### config.mk
export PLATFORM = sky130hd
export DESIGN_NAME = vram_frame_writer
export DESIGN_NICKNAME = d
export VERILOG_FILES = /design/src/rtl/vram_frame_writer.sv
export SDC_FILE = /design/constraint.sdc
export NUM_CORES = 1
export LEC_CHECK = 0
export CAP_MARGIN = 25
export CORE_AREA = 8 8 83 63
export CTS_BUF_LIST = sky130_fd_sc_hd__clkbuf_8
export DETAILED_ROUTE_END_ITERATION = 12
export DIE_AREA = 0 0 91 71
export GPL_TIMING_DRIVEN = 0
export PLACE_DENSITY = 0.8
export SYNTH_ARGS = -nofsm -noshare
export SYNTH_HDL_FRONTEND = slang
export SYNTH_SLANG_ARGS = --single-unit
### constraint.sdc
create_clock -name pclk -period 2.4 [get_ports pclk]
set_input_delay 0.48 -clock pclk [delete_from_list [all_inputs] [get_ports pclk]]
set_output_delay 0.48 -clock pclk [all_outputs]
set_load 0.03 [all_outputs]
### src/rtl/vram_frame_writer.sv
// Frame writer for a ping-pong VRAM pair: fills the back bank, swaps on frame_sync.
// Optional VRAM_WR_CLEAR_EN adds clr_req/CLR_COLOR to fill the back bank with a colour.
module vram_frame_writer #(
    parameter int H_PIX  = 200,
    parameter int V_PIX  = 150,
    parameter int ADDR_W = 15
`ifdef VRAM_WR_CLEAR_EN
    ,
    parameter logic [11:0] CLR_COLOR = 12'h000
`endif
) (
    input  logic              pclk,
    input  logic              rstn,
    input  logic              s_valid,
    output logic              s_ready,
    input  logic [11:0]       s_data,
    input  logic              s_sof,
    input  logic              frame_sync,
`ifdef VRAM_WR_CLEAR_EN
    input  logic              clr_req,
`endif
    output logic              wea,
    output logic [ADDR_W-1:0] waddr,
    output logic [11:0]       wdata,
    output logic              wbank,
    output logic              rbank,
    output logic              frame_done,
    output logic              err_sof
);

    localparam int NPIX = H_PIX * V_PIX;
    localparam logic [ADDR_W-1:0] LAST = ADDR_W'(NPIX - 1);
    localparam logic [ADDR_W-1:0] ONE  = ADDR_W'(1);

    typedef enum logic [1:0] {
        IDLE      = 2'd0,
        WRITE     = 2'd1,
        WAIT_SWAP = 2'd2
`ifdef VRAM_WR_CLEAR_EN
        ,
        CLEAR     = 2'd3
`endif
    } state_t;

    state_t              state_q, state_d;
    logic [ADDR_W-1:0]   cnt_q, cnt_d;
    logic                wea_q, wea_d;
    logic [ADDR_W-1:0]   waddr_q, waddr_d;
    logic [11:0]         wdata_q, wdata_d;
    logic                wbank_q, wbank_d;
    logic                frame_done_q, frame_done_d;
    logic                err_sof_q, err_sof_d;
    logic                ready;
    logic                acc;

    always_comb begin
        state_d      = state_q;
        cnt_d        = cnt_q;
        wea_d        = 1'b0;
        waddr_d      = waddr_q;
        wdata_d      = wdata_q;
        wbank_d      = wbank_q;
        frame_done_d = 1'b0;
        err_sof_d    = 1'b0;
        ready        = 1'b0;

        // A pending clear blocks acceptance so it wins over a same-cycle sof beat
        if (state_q == IDLE) begin
`ifdef VRAM_WR_CLEAR_EN
            ready = ~clr_req;
`else
            ready = 1'b1;
`endif
        end else if (state_q == WRITE) begin
            ready = 1'b1;
        end
        acc = s_valid & ready;

        unique case (state_q)
            IDLE: begin
`ifdef VRAM_WR_CLEAR_EN
                if (clr_req) begin
                    state_d = CLEAR;
                    cnt_d   = '0;
                end else
`endif
                if (acc && s_sof) begin
                    wea_d   = 1'b1;
                    waddr_d = '0;
                    wdata_d = s_data;
                    cnt_d   = ONE;
                    state_d = WRITE;
                end
            end
            WRITE: begin
                if (acc) begin
                    wea_d   = 1'b1;
                    wdata_d = s_data;
                    if (s_sof) begin
                        err_sof_d = 1'b1;
                        waddr_d   = '0;
                        cnt_d     = ONE;
                    end else begin
                        waddr_d = cnt_q;
                        if (cnt_q == LAST) begin
                            cnt_d   = '0;
                            state_d = WAIT_SWAP;
                        end else begin
                            cnt_d = cnt_q + ONE;
                        end
                    end
                end
            end
            WAIT_SWAP: begin
                if (frame_sync) begin
                    wbank_d      = ~wbank_q;
                    frame_done_d = 1'b1;
                    state_d      = IDLE;
                end
            end
`ifdef VRAM_WR_CLEAR_EN
            CLEAR: begin
                wea_d   = 1'b1;
                waddr_d = cnt_q;
                wdata_d = CLR_COLOR;
                if (cnt_q == LAST) begin
                    cnt_d   = '0;
                    state_d = IDLE;
                end else begin
                    cnt_d = cnt_q + ONE;
                end
            end
`endif
            default: state_d = IDLE;
        endcase
    end

    always_ff @(posedge pclk) begin
        if (!rstn) begin
            state_q      <= IDLE;
            cnt_q        <= '0;
            wea_q        <= 1'b0;
            waddr_q      <= '0;
            wdata_q      <= '0;
            wbank_q      <= 1'b1;
            frame_done_q <= 1'b0;
            err_sof_q    <= 1'b0;
        end else begin
            state_q      <= state_d;
            cnt_q        <= cnt_d;
            wea_q        <= wea_d;
            waddr_q      <= waddr_d;
            wdata_q      <= wdata_d;
            wbank_q      <= wbank_d;
            frame_done_q <= frame_done_d;
            err_sof_q    <= err_sof_d;
        end
    end

    assign s_ready    = ready & rstn;
    assign wea        = wea_q;
    assign waddr      = waddr_q;
    assign wdata      = wdata_q;
    assign wbank      = wbank_q;
    assign rbank      = ~wbank_q;
    assign frame_done = frame_done_q;
    assign err_sof    = err_sof_q;

endmodule
==> results.md, run 1 <==
- Status: completed
- Max incr delay on CP: 560 ps
- Die Wd: 91 um
- Biggest area consumer among synthesized cells: dfxtp_1
- Sequential area share after synthesis: 50.8%
- RePlAce Congestion: 0.824
- CP Capture Type: flop
- Synth Instances: 216
- Final setup fails: 0
- Reg2Reg Depth: 6
- CTS Root Cell: clkbuf_8
- Overflow after GRT: 0
- DRC viols: 0
- Overall Power: 1.60 mW
- Setup CP Type: in -> reg
- Yosys cell types: 38
- Num CTS Buffers: 5
- Setup Skew: 5.53 ps
- Post-Syn Area: 1890 um2
- Worst path slowest cell: clkdlybuf4s50_1
- Power density over the cells: 620 nW/um2
- RR Startpoint: cnt_q[0]$_SDFFE_PN0P_
- Routed Antenna Nets: 0
- Die area: 6460 um2
- First-pass DRT Iterations: 4
- Dpl hpwl: 3460 um
- Worst EP required: 2630 ps
- Final WL: 4830 um
- Max-cap viol count: 0
- Yosys warning count: 0
- Area occupied by multi-input gates: 857 um2
- Worst reg-to-reg setup slack: 250 ps
- Crit path max fanout: 9
- CP Cell Sequence: clkdlybuf4s50_1 > nor2_2 > or4_1 > buf_2 > or4_1 > a211oi_1
- Worst Setup Start Kind: input pin
- Clock latency on the worst-skew pair: 300 ps
- Min-delay src: wdata[10]$_SDFFE_PN0P_
- Reg clk slew, reported paths: 90 ps
- Number of synthesized flops with an enable pin: 0
- Tmin final: 2330 ps
- I/O pin cnt: 50
- Max Fclk: 0.429 GHz
- Pin slew with the least headroom to its limit: 475 ps
- ANT cells: 0
- Period Utilization, post-route: 97.1%
- WHS Path Cells: 2
- Crit path max-delay family: simple AND/OR/NAND/NOR gates
- H-tree depth: 2
- Worst VDD drop: 0.340 mV
- #FFs+latches synth: 48
- Slew HR: 68.3%
- Initial antenna violation count: 0
- Finished Core Util: 63.7%
- Std cell rows: 20
- Most used DFF post-synth: dfxtp_1
- Synth area leaders: dfxtp_1 51%, a22oi_1 6.0%, nand2_1 5.8%, nor2_1 4.2%, a21oi_1 3.7%
- Most frequent cells after synthesis: 48 x dfxtp_1, 29 x nand2_1, 21 x nor2_1
- Vias: 1,737
- Vias in the first global route: 1,738
- Reg2reg end: cnt_q[5]$_SDFFE_PN0P_
- Final Hold Vio Count: 0
- Clock tree sinks: 48
- FFs w/ async S/R, synth: 0%
- Area Overhead vs Synth: 36.6%
- GRT Overall Usage: 15.7%
- First-pass GRT wire length: 8230 um
- RSZ-0062 raised after global routing: false
- Lkg Pwr: 0.873 nW
- Layout cells sized above 1: 6.96%
- Most numerous cell on the critical path: or4_1
- Syn_nets: 234
- Post-DR wirelength/cell: 14.7 um
- Register area: 961 um2
- # fillers: 361
- Placed Instances: 320
- CTS tree: done
- Max-slew violations: 0
- Most common cell in the netlist: dfxtp_1
- Clock Path Buffers: 2
- Buffers on Ports: 49
- Core Area: 4050 um2
- Starting Density: 46.7%
- Syn Area/Cell: 8.76 um2
- Final nets: 290
- Crit path arrival time: 2560 ps
- Pin count of the biggest net entering global routing: 15
- Die extent in y: 71 um
- Worst hold path endpoint: wdata[10]$_SDFFE_PN0P_
- Non-Filler Instances: 328
- Share of the synthesized area in the top cell type: 50.8%
- Via density per instance: 5.30
- Worst hold-check path type: reg -> reg
- WP buf/inv: 2
- 1st-iter DRT viols: 166
[area by class of cell]
class	count	share of cell area, %
repair buffers	49	18.9
multi-input cells	148	33.2
well taps	55	2.66
plain buffers	13	2.03
clock inverters	1	1.16
inverters	7	1.16
flip-flops and latches	48	37.2
clock buffers	7	3.73
[what timing repair did]
action / in CTS / in global routing
cloned: 0 / 0
resized for setup: 3 / 7
setup buffers: 0 / 0
endpoints found under the setup margin: 9 / 11
hold buffers: 0 / 0
pin swaps: 0 / 0
[cells in the final DEF (no fill, tap or decap), types with 3 or more instances in the layout]
cell,Yosys,layout
clkdlybuf4s50_1,0,47
nor3b_1,3,3
nand2_1,29,29
clkbuf_8,0,7
nand4_1,5,5
or3_1,5,5
a22oi_1,15,15
clkbuf_1,12,10
inv_1,6,6
dfxtp_1,48,48
a21oi_1,14,14
or4_1,3,3
xnor2_1,6,6
o21ai_0,7,7
nor2_1,21,20
nor3_1,8,8
a211oi_1,7,7
nand3_1,3,3
clkbuf_2,0,3
[registers in the layout, summed over array words and instances (netlist names)]
signal	flops
cnt_q	15
waddr	15
wdata	12
state_q	2
err_sof	1
frame_done	1
wbank	1
wea	1
[worst min-delay path: stages, from the launching register on]
cell and delay (ps):
dfxtp_1 310, nand2_1 50, a21oi_1 50
[cells by family (layout without fill, tap and decap cells)]
group | Yosys count | after routing | synth area share, %
DFF | 48 | 48 | 50.8
buffers and inverters | 20 | 77 | 4.03
adders and majority gates | 1 | 1 | 0.661
xor gates and xnor gates | 7 | 7 | 3.24
and+or+nand+nor | 91 | 91 | 24.5
AOI/OAI and AO/OA | 49 | 49 | 16.8
[routing by layer]
metal | wire length, um | track usage [%]
met1 | 2250 | 19.8
met2 | 2020 | 22.4
met3 | 495 | 8.25
met4 | 61 | 4.70
met5 | 0 | 0
[power breakdown]
group / switching [mW] / internal [mW]
sequential: 0.00913 / 0.810
combinational: 0.0902 / 0.0616
clock: 0.264 / 0.367
[through the flow]
| step | instance area (um2) | hold slack, ps | setup slack, ps | TNS, ps |
|---|---|---|---|---|
| 3_3_place_gp | 2450 | 441 | -281 | -5000 |
| 2_1_floorplan | 1890 | 469 | 469 | 0 |
| 4_1_cts | 2580 | 459 | 9.67 | 0 |
| 5_1_grt | 2580 | 478 | 48.2 | 0 |
| 6_report | 2580 | 454 | 69.2 | 0 |
| 3_5_place_dp | 2450 | 447 | -299 | -5980 |
[worst max-delay path by stage]
| stage | from | end | slack [ps] | cells past startpoint |
|---|---|---|---|---|
| after CTS | s_valid | cnt_q[13]$_SDFFE_PN0P_ | 10 | 6 |
| after global placement | rstn | s_ready | -280 | 4 |
| after floorplan | s_valid | cnt_q[13]$_SDFFE_PN0P_ | 470 | 5 |
| final | s_sof | cnt_q[13]$_SDFFE_PN0P_ | 70 | 6 |
| after detailed placement | s_valid | cnt_q[13]$_SDFFE_PN0P_ | -300 | 6 |
| after global routing | s_sof | cnt_q[13]$_SDFFE_PN0P_ | 50 | 6 |
(Power assumes the default switching activity.)
==> run 2, diff against run 1 <==
--- a/config.mk
+++ b/config.mk
@@ -8,6 +8,7 @@
 export CAP_MARGIN = 25
 export CORE_AREA = 8 8 83 63
 export CTS_BUF_LIST = sky130_fd_sc_hd__clkbuf_8
+export CTS_CLUSTER_DIAMETER = 80
 export DETAILED_ROUTE_END_ITERATION = 12
 export DIE_AREA = 0 0 91 71
 export GPL_TIMING_DRIVEN = 0
==> results of run 2 <==
The final DEF is identical to that of run 1; final timing and power are the same.
